## src/rtl/cpu_mon_pkg.sv

```systemverilog
// cpu_mon_pkg: shared FSM state encoding and width-independent constants
// for the CPU run monitor.
package cpu_mon_pkg;

  localparam int STATE_W  = 3;
  localparam int CYCLES_W = 32;

  typedef enum logic [STATE_W-1:0] {
    ST_HOLD    = 3'd0,
    ST_RUN     = 3'd1,
    ST_HALTED  = 3'd2,
    ST_TIMEOUT = 3'd3,
    ST_BREAK   = 3'd4
  } mon_state_e;

  localparam logic [CYCLES_W-1:0] CYCLES_MAX = 32'hFFFF_FFFF;
  localparam logic [CYCLES_W-1:0] CYCLES_ONE = 32'h0000_0001;

endpackage

```

## src/rtl/cpu_mon_trace.sv

```systemverilog
// cpu_mon_trace: circular buffer of PC values captured on PC change.
// Entry 0 of the read port is the newest write; indices at or beyond the
// number of valid entries read as zero. Storage itself is not reset.
module cpu_mon_trace
  import cpu_mon_pkg::*;
#(
  parameter int PC_W  = 32,
  parameter int DEPTH = 8,
  localparam int AW   = $clog2(DEPTH)
) (
  input  logic            clk,
  input  logic            rst,
  input  logic            clear,
  input  logic            wr_en,
  input  logic [PC_W-1:0] wr_pc,
  input  logic [AW-1:0]   rd_idx,
  output logic [PC_W-1:0] rd_pc,
  output logic [AW:0]     cnt
);

  localparam logic [AW:0] CNT_FULL = (AW+1)'(DEPTH);

  logic [PC_W-1:0] mem_r [DEPTH];
  logic [AW-1:0]   wptr_r;
  logic [AW:0]     cnt_r;
  logic [AW-1:0]   rd_addr_s;

  // Write pointer wraps naturally; count saturates at the buffer depth.
  always_ff @(posedge clk or negedge rst) begin
    if (!rst) begin
      wptr_r <= '0;
      cnt_r  <= '0;
    end else if (clear) begin
      wptr_r <= '0;
      cnt_r  <= '0;
    end else if (wr_en) begin
      wptr_r <= wptr_r + AW'(1);
      cnt_r  <= (cnt_r == CNT_FULL) ? cnt_r : cnt_r + (AW+1)'(1);
    end else begin
      wptr_r <= wptr_r;
      cnt_r  <= cnt_r;
    end
  end

  // Trace storage: plain RAM-style write, no reset needed.
  always_ff @(posedge clk) begin
    if (wr_en && !clear) begin
      mem_r[wptr_r] <= wr_pc;
    end
  end

  // Newest-relative read: newest entry sits one below the write pointer.
  always_comb begin
    rd_addr_s = wptr_r - AW'(1) - rd_idx;
    if ({1'b0, rd_idx} < cnt_r) begin
      rd_pc = mem_r[rd_addr_s];
    end else begin
      rd_pc = '0;
    end
  end

  assign cnt = cnt_r;

endmodule

```

## src/rtl/cpu_run_monitor.sv

```systemverilog
// cpu_run_monitor: holds the CPU in reset for RST_HOLD cycles, then tracks
// run cycles, an ALU result signature, a PC watchdog and a breakpoint.
// Optional PC trace buffer is built only when RUN_MON_TRACE_EN is defined;
// otherwise trace_pc and trace_cnt are tied to zero.
module cpu_run_monitor
  import cpu_mon_pkg::*;
#(
  parameter int DATA_W      = 32,
  parameter int PC_W        = 32,
  parameter int TRACE_DEPTH = 8,
  parameter int RST_HOLD    = 2,
  parameter int WDOG_MAX    = 1024,
  localparam int TRACE_AW   = $clog2(TRACE_DEPTH)
) (
  input  logic                clk,
  input  logic                rst,
  input  logic                halt,
  input  logic [DATA_W-1:0]   Alures,
  input  logic [PC_W-1:0]     pc,
  input  logic                clear,
  input  logic                bp_en,
  input  logic [PC_W-1:0]     bp_addr,
  input  logic                resume,
  input  logic [TRACE_AW-1:0] trace_idx,
  output logic                cpu_rst,
  output logic                cpu_stall,
  output logic [2:0]          state,
  output logic [31:0]         cycles,
  output logic [DATA_W-1:0]   signature,
  output logic [PC_W-1:0]     trace_pc,
  output logic [TRACE_AW:0]   trace_cnt
);

  localparam int HOLD_W = $clog2(RST_HOLD + 1);
  localparam int WDOG_W = $clog2(WDOG_MAX + 1);
  localparam logic [HOLD_W-1:0] HOLD_LAST = HOLD_W'(RST_HOLD - 1);
  localparam logic [WDOG_W-1:0] WDOG_LAST = WDOG_W'(WDOG_MAX - 1);

  // Signature step: rotate left by one, then fold in the ALU result.
  function automatic logic [DATA_W-1:0] sig_step(input logic [DATA_W-1:0] sig,
                                                 input logic [DATA_W-1:0] alu);
    return {sig[DATA_W-2:0], sig[DATA_W-1]} ^ alu;
  endfunction

  mon_state_e            state_r, state_nxt_s;
  logic [HOLD_W-1:0]     hold_cnt_r;
  logic [WDOG_W-1:0]     wdog_cnt_r;
  logic [PC_W-1:0]       prev_pc_r;
  logic [CYCLES_W-1:0]   cycles_r;
  logic [DATA_W-1:0]     sig_r;
  logic                  cpu_rst_r, cpu_stall_r;
  logic                  in_run_s, pc_same_s, hold_done_s, wdog_hit_s, bp_hit_s;

  assign in_run_s    = (state_r == ST_RUN);
  assign pc_same_s   = (pc == prev_pc_r);
  assign hold_done_s = (hold_cnt_r == HOLD_LAST);
  assign wdog_hit_s  = pc_same_s && (wdog_cnt_r == WDOG_LAST);
  assign bp_hit_s    = bp_en && (pc == bp_addr);

  // State register.
  always_ff @(posedge clk or negedge rst) begin
    if (!rst) begin
      state_r <= ST_HOLD;
    end else begin
      state_r <= state_nxt_s;
    end
  end

  // Next-state: clear > halt > watchdog timeout > breakpoint.
  always_comb begin
    state_nxt_s = state_r;
    if (clear) begin
      state_nxt_s = ST_HOLD;
    end else begin
      case (state_r)
        ST_HOLD: begin
          if (hold_done_s) state_nxt_s = ST_RUN;
          else             state_nxt_s = ST_HOLD;
        end
        ST_RUN: begin
          if (halt)            state_nxt_s = ST_HALTED;
          else if (wdog_hit_s) state_nxt_s = ST_TIMEOUT;
          else if (bp_hit_s)   state_nxt_s = ST_BREAK;
          else                 state_nxt_s = ST_RUN;
        end
        ST_BREAK: begin
          if (halt)        state_nxt_s = ST_HALTED;
          else if (resume) state_nxt_s = ST_RUN;
          else             state_nxt_s = ST_BREAK;
        end
        ST_HALTED:  state_nxt_s = ST_HALTED;
        ST_TIMEOUT: state_nxt_s = ST_TIMEOUT;
        default:    state_nxt_s = ST_HOLD;
      endcase
    end
  end

  // CPU reset and stall are registered from the next state so they track it.
  always_ff @(posedge clk or negedge rst) begin
    if (!rst) begin
      cpu_rst_r   <= 1'b1;
      cpu_stall_r <= 1'b0;
    end else begin
      cpu_rst_r   <= (state_nxt_s == ST_HOLD);
      cpu_stall_r <= (state_nxt_s == ST_BREAK);
    end
  end

  // Hold counter times the CPU reset window; restarts on every entry to HOLD.
  always_ff @(posedge clk or negedge rst) begin
    if (!rst) begin
      hold_cnt_r <= '0;
    end else if (clear) begin
      hold_cnt_r <= '0;
    end else if (state_r == ST_HOLD) begin
      hold_cnt_r <= hold_done_s ? '0 : hold_cnt_r + HOLD_W'(1);
    end else begin
      hold_cnt_r <= hold_cnt_r;
    end
  end

  // Previous-cycle PC, sampled every cycle for change detection.
  always_ff @(posedge clk or negedge rst) begin
    if (!rst) begin
      prev_pc_r <= '0;
    end else begin
      prev_pc_r <= pc;
    end
  end

  // Watchdog counts unchanged-PC RUN cycles; a resume from BREAK rearms it.
  always_ff @(posedge clk or negedge rst) begin
    if (!rst) begin
      wdog_cnt_r <= '0;
    end else if (clear) begin
      wdog_cnt_r <= '0;
    end else if (in_run_s) begin
      wdog_cnt_r <= pc_same_s ? wdog_cnt_r + WDOG_W'(1) : '0;
    end else if ((state_r == ST_BREAK) && resume) begin
      wdog_cnt_r <= '0;
    end else begin
      wdog_cnt_r <= wdog_cnt_r;
    end
  end

  // Run-cycle counter (saturating) and signature advance only in RUN.
  always_ff @(posedge clk or negedge rst) begin
    if (!rst) begin
      cycles_r <= '0;
      sig_r    <= '0;
    end else if (clear) begin
      cycles_r <= '0;
      sig_r    <= '0;
    end else if (in_run_s) begin
      cycles_r <= (cycles_r == CYCLES_MAX) ? cycles_r : cycles_r + CYCLES_ONE;
      sig_r    <= sig_step(sig_r, Alures);
    end else begin
      cycles_r <= cycles_r;
      sig_r    <= sig_r;
    end
  end

  assign cpu_rst   = cpu_rst_r;
  assign cpu_stall = cpu_stall_r;
  assign state     = state_r;
  assign cycles    = cycles_r;
  assign signature = sig_r;

`ifdef RUN_MON_TRACE_EN
  cpu_mon_trace #(
    .PC_W  (PC_W),
    .DEPTH (TRACE_DEPTH)
  ) u_trace (
    .clk    (clk),
    .rst    (rst),
    .clear  (clear),
    .wr_en  (in_run_s && !pc_same_s),
    .wr_pc  (pc),
    .rd_idx (trace_idx),
    .rd_pc  (trace_pc),
    .cnt    (trace_cnt)
  );
`else
  logic unused_trace_idx_s;
  assign unused_trace_idx_s = ^trace_idx;
  assign trace_pc  = '0;
  assign trace_cnt = '0;
`endif

endmodule

```

## config.mk

```make
export PLATFORM = sky130hd
export DESIGN_NAME = cpu_run_monitor
export DESIGN_NICKNAME = d
export VERILOG_FILES = /design/src/rtl/cpu_mon_pkg.sv /design/src/rtl/cpu_mon_trace.sv /design/src/rtl/cpu_run_monitor.sv
export SDC_FILE = /design/constraint.sdc
export NUM_CORES = 1
export LEC_CHECK = 0
export CAP_MARGIN = 20
export CORE_MARGIN = 4
export CORE_UTILIZATION = 46
export CTS_CLUSTER_SIZE = 25
export DETAILED_ROUTE_END_ITERATION = 6
export GPL_ROUTABILITY_DRIVEN = 1
export HOLD_SLACK_MARGIN = 0.03
export MAX_ROUTING_LAYER = met4
export PLACE_DENSITY_LB_ADDON = 0.3
export SLEW_MARGIN = 20
export SYNTH_ARGS = -nofsm -noshare
export SYNTH_HDL_FRONTEND = slang
export SYNTH_SLANG_ARGS = --single-unit
```

## constraint.sdc

```tcl
create_clock -name clk -period 3.1 [get_ports clk]
set_input_delay 0.62 -clock clk [delete_from_list [all_inputs] [get_ports clk]]
set_output_delay 0.62 -clock clk [all_outputs]
set_load 0.01 [all_outputs]
```

=== Yosys cells after proc, flatten, opt, wreduce, memory -nomap -nowiden ===
Cells that the tools add are included.

* Add/sub/neg operators: 3
* Eq/ne operators: 11
* Mux-type cells: 20
* Bitwise logic cells: 1
* Reductions and logical operators: 9

{| class="wikitable"
|+ Operator list
! kind !! number
|-
| 2-to-1 mux 32 bit || 5
|-
| equality test 32 bit || 2
|-
| 2-to-1 mux 11 bit || 4
|-
| adder 32 x 1 -> 32 bit (second input constant) || 1
|-
| equality test 32 bit (second input constant) || 1
|-
| bitwise XOR 32 bit || 1
|-
| 2-to-1 mux 3 bit || 6
|-
| one-hot mux 3 bit (5 select lines) || 1
|-
| adder 11 x 1 -> 11 bit (second input constant) || 1
|-
| equality test 11 x 10 -> 1 bit (second input constant) || 1
|-
| equality test 3 x 2 -> 1 bit (second input constant) || 2
|-
| equality test 3 bit (second input constant) || 2
|-
| zero test 3 bit || 2
|-
| 2-to-1 mux 2 bit || 3
|-
| nonzero test 2 bit || 2
|-
| equality test 3 x 1 -> 1 bit (second input constant) || 1
|-
| logical AND 1 bit || 3
|-
| nonzero test 3 bit || 1
|-
| adder 2 x 1 -> 2 bit (second input constant) || 1
|-
| equality test 2 x 1 -> 1 bit (second input constant) || 1
|-
| != test 2 bit (second input constant) || 1
|-
| AND reduction 2 bit || 1
|-
| 2-to-1 mux 1 bit || 1
|}

* Flip-flop bits (word level): 114
* Input bits: 105
* Output and inout bits: 105
* Word-level logic and storage cells: 52

=== Depth between registers and ports, before layout ===
* Depth in word-level cells: 8
* Gate-level depth with buffers: 7
* Mapped depth without buffers: 6

=== Worst setup path after synthesis ===
No wires, ideal clock.

* Path kind: flip-flop to flip-flop
* From: register cycles_r[0] (netlist: cycles[0])
* To: register cycles_r[5] (netlist: cycles[5])
* Library setup time: 0.128 ns
* Arrival: 2.178 ns
* Path slack: 0.794 ns
* Stages on the path, launching flop included: 8
* Buffers on the path: 1
* Clock period less this slack: 2.306 ns
* Cell sequence: dfrtp_1 > ha_1 > nand2_1 > or3_1 > nor4_4 > buf_4 > nor4_1 > mux2_1

* Longest elaborated chain between the ends: 4
* Elaborated cells between the ends (all ways): 7

{| class="wikitable"
|+ RTL lines
! item !! line !! text
|-
| from (decl) || cpu_run_monitor.sv:49 || <nowiki>logic [CYCLES_W-1:0] cycles_r;</nowiki>
|-
| from (signal assigned) || cpu_run_monitor.sv:155 || <nowiki>cycles_r <= (cycles_r == CYCLES_MAX) ? cycles_r : cycles_r + CYCLES_ONE;</nowiki>
|-
| from (signal assigned) || cpu_run_monitor.sv:158 || <nowiki>cycles_r <= cycles_r;</nowiki>
|-
| adder 32 x 1 -> 32 bit || cpu_run_monitor.sv:155 ||
|-
| 2-to-1 mux 32 bit || cpu_run_monitor.sv:155 ||
|-
| 2-to-1 mux 32 bit || cpu_run_monitor.sv:154 || <nowiki>end else if (in_run_s) begin</nowiki>
|-
| 2-to-1 mux 32 bit || cpu_run_monitor.sv:151 || <nowiki>end else if (clear) begin</nowiki>
|}

Parallel ways exist; a longest one is shown, timed or not. The select of a mux whose other input is x is not followed.
A chain may end at the register's enable or synchronous reset.

=== Worst setup path in the final report ===
* From: register state_r[2] (netlist: state[2])
* To: register cycles_r[26] (netlist: cycles[26])

* Longest elaborated chain between the ends: 3

{| class="wikitable"
|+ RTL lines
! item !! line !! text
|-
| from (decl) || cpu_run_monitor.sv:45 || <nowiki>mon_state_e state_r, state_nxt_s;</nowiki>
|-
| from (signal assigned) || cpu_run_monitor.sv:65 || <nowiki>state_r <= state_nxt_s;</nowiki>
|-
| equality test 3 x 1 -> 1 bit || cpu_run_monitor.sv:54 || <nowiki>assign in_run_s = (state_r == ST_RUN);</nowiki>
|-
| nonzero test 2 bit (no line) || - ||
|-
| AND reduction 2 bit (no line) || - ||
|}

No other way between the ends.

==> results.md <==
- Synth warn: 0
- Startpoint Class: flop
- Final clock skew: roughly 0.0086 ns
- Fmax: ~390 MHz
- Post-DRT Antenna Nets: 0
- First-pass GRT wire length: 25.2 mm
- Pwr per Cell Area: 566 nW/µm²
- PortBufs: 170
- Initial antenna violation count: 0
- Tcrit/Tclk final: 83.5%
- TNS Setup: 0 ns
- Number of CTS-inserted buffers: 17
- Post-cts hold buffer count: 0
- Vias in the first global route: 5,275
- Synth Area in XOR/XNOR: between 10% and 20%
- Non-Filler Instances: roughly 1,000
- CTS tree: built
- Mux share of post-synthesis cell area: 1.25%
- Adder-cell share of the synthesized area: 0.408%
- Row Count: 41
- GR peak layer: met2
- Status: completed
- Drt first pass iters: 4
- Sequential area share after synthesis: a little under half
- Gate Count Post-Synth: 608
- Initial DRC count: 371
- Design area: 8400 µm²
- DRC viols: 0
- Worst EP required: 3.45 ns
- Endpoint class of the critical path: flop
- Clock tree sinks: 114
- Largest family of logic cells by synthesized area: simple AND/OR/NAND/NOR gates
- Max cap viols: 0
- Met3 usage: 4.35%
- Synth-to-Final Area Change: 37.0%
- Placed instance area: 7900 µm²
- CTS max path bufs: 2
- Layout cells sized above 1: 5.63%
- Die height: 123 µm
- RSZ-0062 raised after global routing: no
- Initial core utilization: 47.8%
- Final slew viol count: 0
- DIE AREA: 15,200 µm²
- Slew margin rel.: between 50% and 60%
- Main synth FF type: dfrtp_1
- Arrival time at the worst endpoint: 2.94 ns
- RD Place Congestion: slightly below 0.9
- EDFF count, synth: 0
- GRT met2 Usage: a little under two fifths
- Fin util: 65.5%
- WS Path Type: reg -> reg
- Synth async-reset ratio: 100%
- Largest net degree at the start of global routing: 66
- Maximum vdd drop: 0.346 mV
- Vias per std cell: approximately 5.4
- Count of different cell masters after synthesis: 55
- Final net count: between 800 and 900
- Fin. Hold Viols: 0
- Worst Max-Slew Pin Slew: just over 0.7 ns
- WL per Instance: 16.1 µm
- Overall routed net length: 15.6 mm
- Synth Area in Compound Gates: between 10% and 20%
- Worst skew pair latency: ~0.41 ns
- Setup WS post-layout: approximately 0.51 ns
- Synthesized area: 6130 µm²
- Tmin final: around 2.6 ns
- Grt met1 use: roughly 25%
- Static leakage power: between 3 and 4 nW
- Dpl cells: 940
- Postcts setup bufs: 0
- Core area: 12,800 µm²
- H-tree depth: 4
- All-Layer GR Usage: 21.9%
- Worst slack at placement: 0.497 ns
- Gr ovfl total: 0
- Simple-gate area share of the yosys netlist: 18.7%
- Ports: 210
- Root buffer cell: clkbuf_16
- Clk slew on worst S/H paths: approximately 0.050 ns
- Antenna Diode Count: 0
- Max FO, Critical Path: 11
- Final setup violation count: 0
- Die Width: 123 µm
- Resize count post-CTS: 0
- Syn_area_per_cell: 10.1 µm²
- Synth Register Bits: about 110
- Worst min path class: in -> async
- Total number of vias: 5,210
- Dpl hpwl: ~12 mm
kinds of logic after synthesis:
family                   after synthesis
AND/OR/NAND/NOR                      212
flip-flops                           114
XOR/XNOR                             101
AO/OA/AOI/OAI                        110
buffers and inverters                 61
adder cells (fa/ha/maj)                2
other                                  1
multiplexers                           7
cell usage in the layout, fill, tap and decap left out, types with 5 or more instances in the layout:
master           netlist  final
clkdlybuf4s50_1        0    168
dfrtp_1              113    113
xnor2_1               68     68
nor2_1                55     55
conb_1                 1     36
xor2_1                33     33
a211oi_1              32     32
nand2_1               30     30
a21oi_1               27     27
nand4_1               23     23
nand3_1               21     21
o21ai_0               20     20
or3_1                 20     20
clkbuf_16              0     17
nor4_1                14     14
clkbuf_1               7     13
buf_4                 37     10
nor3_1                 9      9
or4_1                  8      8
o31ai_1                8      8
and3_1                 7      7
inv_1                  5      5
nor2b_1                5      5
o211ai_1               5      5
flip-flops by register name, summed over array words and instances, names as in the netlist:
signal,cells
hold_cnt_r,2
cpu_rst,1
cpu_stall,1
wdog_cnt_r,11
prev_pc_r,32
cycles,32
state,3
signature,32
cell usage after synthesis, types with 2 or more instances:
master	count	area, µm²
inv_1	5	18.8
ha_1	2	25.0
mux2i_1	2	20.0
dfrtp_1	113	2830
nor2b_1	5	31.3
a22o_1	2	17.5
o22ai_1	2	12.5
a21oi_1	27	135
and3_1	7	43.8
xor2_1	33	289
buf_6	2	22.5
and4_1	2	17.5
nor2_1	55	206
xnor2_1	68	596
nand3_1	21	105
or3_1	20	125
mux2_1	3	33.8
nand2b_1	3	18.8
or4_1	8	60.1
o21a_1	3	22.5
nor4b_1	2	17.5
nor4_1	14	87.6
a41oi_1	2	17.5
nor4_2	3	37.5
o31ai_1	8	60.1
nand4_1	23	144
mux2_2	2	22.5
buf_1	8	30.0
or2_2	2	12.5
o211ai_1	5	37.5
nor3_1	9	45.0
a211oi_1	32	240
o21ai_0	20	100
a211o_1	2	17.5
clkbuf_1	7	26.3
nand2_1	30	113
buf_4	37	278
a31oi_1	2	12.5
where the power goes:
group	internal (W)	switching [W]
sequential	0.00167	0.000166
clock	0.00104	0.000609
combinational	0.000665	0.000608
worst max-delay path, stage by stage (launching register included):
cell	delay, ns
dfrtp_1	0.50
or3b_1	0.61
a2111oi_4	0.55
o31ai_2	0.25
or4_1	0.52
nand2_1	0.09
through the flow:
step / total power (W) / hold WS [ns]
after floorplan: 0.00254 / 0.324
after global placement: 0.00309 / 0.463
after detailed placement: 0.00314 / 0.481
after CTS: 0.00481 / 0.0874
after global routing: 0.00502 / 0.0982
final: 0.00475 / 0.0985
area by class of cell:
class,instances,area [µm²]
Fill cell,1034,4430
Multi-Input combinational cell,468,3030
Inverter,6,22.5
Clock inverter,1,5.00
Timing Repair Buffer,180,1780
Clock buffer,31,488
Tap cell,172,215
Sequential cell,114,2850
worst paths after layout:
check	depth (start not counted)	to	from	slack (ns)
worst max-delay path	5	cycles[26]$_DFFE_PN0P_	state[2]$_DFF_PN0_	0.51
worst min-delay path	1	cycles[28]$_DFFE_PN0P_	rst	0.1
worst max register to register	5	cycles[26]$_DFFE_PN0P_	state[2]$_DFF_PN0_	0.51
worst min register to register	1	hold_cnt_r[1]$_DFFE_PN0P_	hold_cnt_r[0]$_DFFE_PN0P_	0.49
max in group asynchronous	2	cpu_rst$_DFF_PN1_	rst	2.22
min in group clk	1	hold_cnt_r[1]$_DFFE_PN0P_	hold_cnt_r[0]$_DFFE_PN0P_	0.49
per-layer routing:
| layer | up-vias | wire [µm] |
|---|---|---|
| li1 | 2485 | - |
| met1 | 2509 | 6280 |
| met2 | 198 | 8210 |
| met3 | 18 | 853 |
| met4 | 0 | 278 |
| met5 | - | 0 |
No activity file was read; power rests on OpenSTA's default activity.
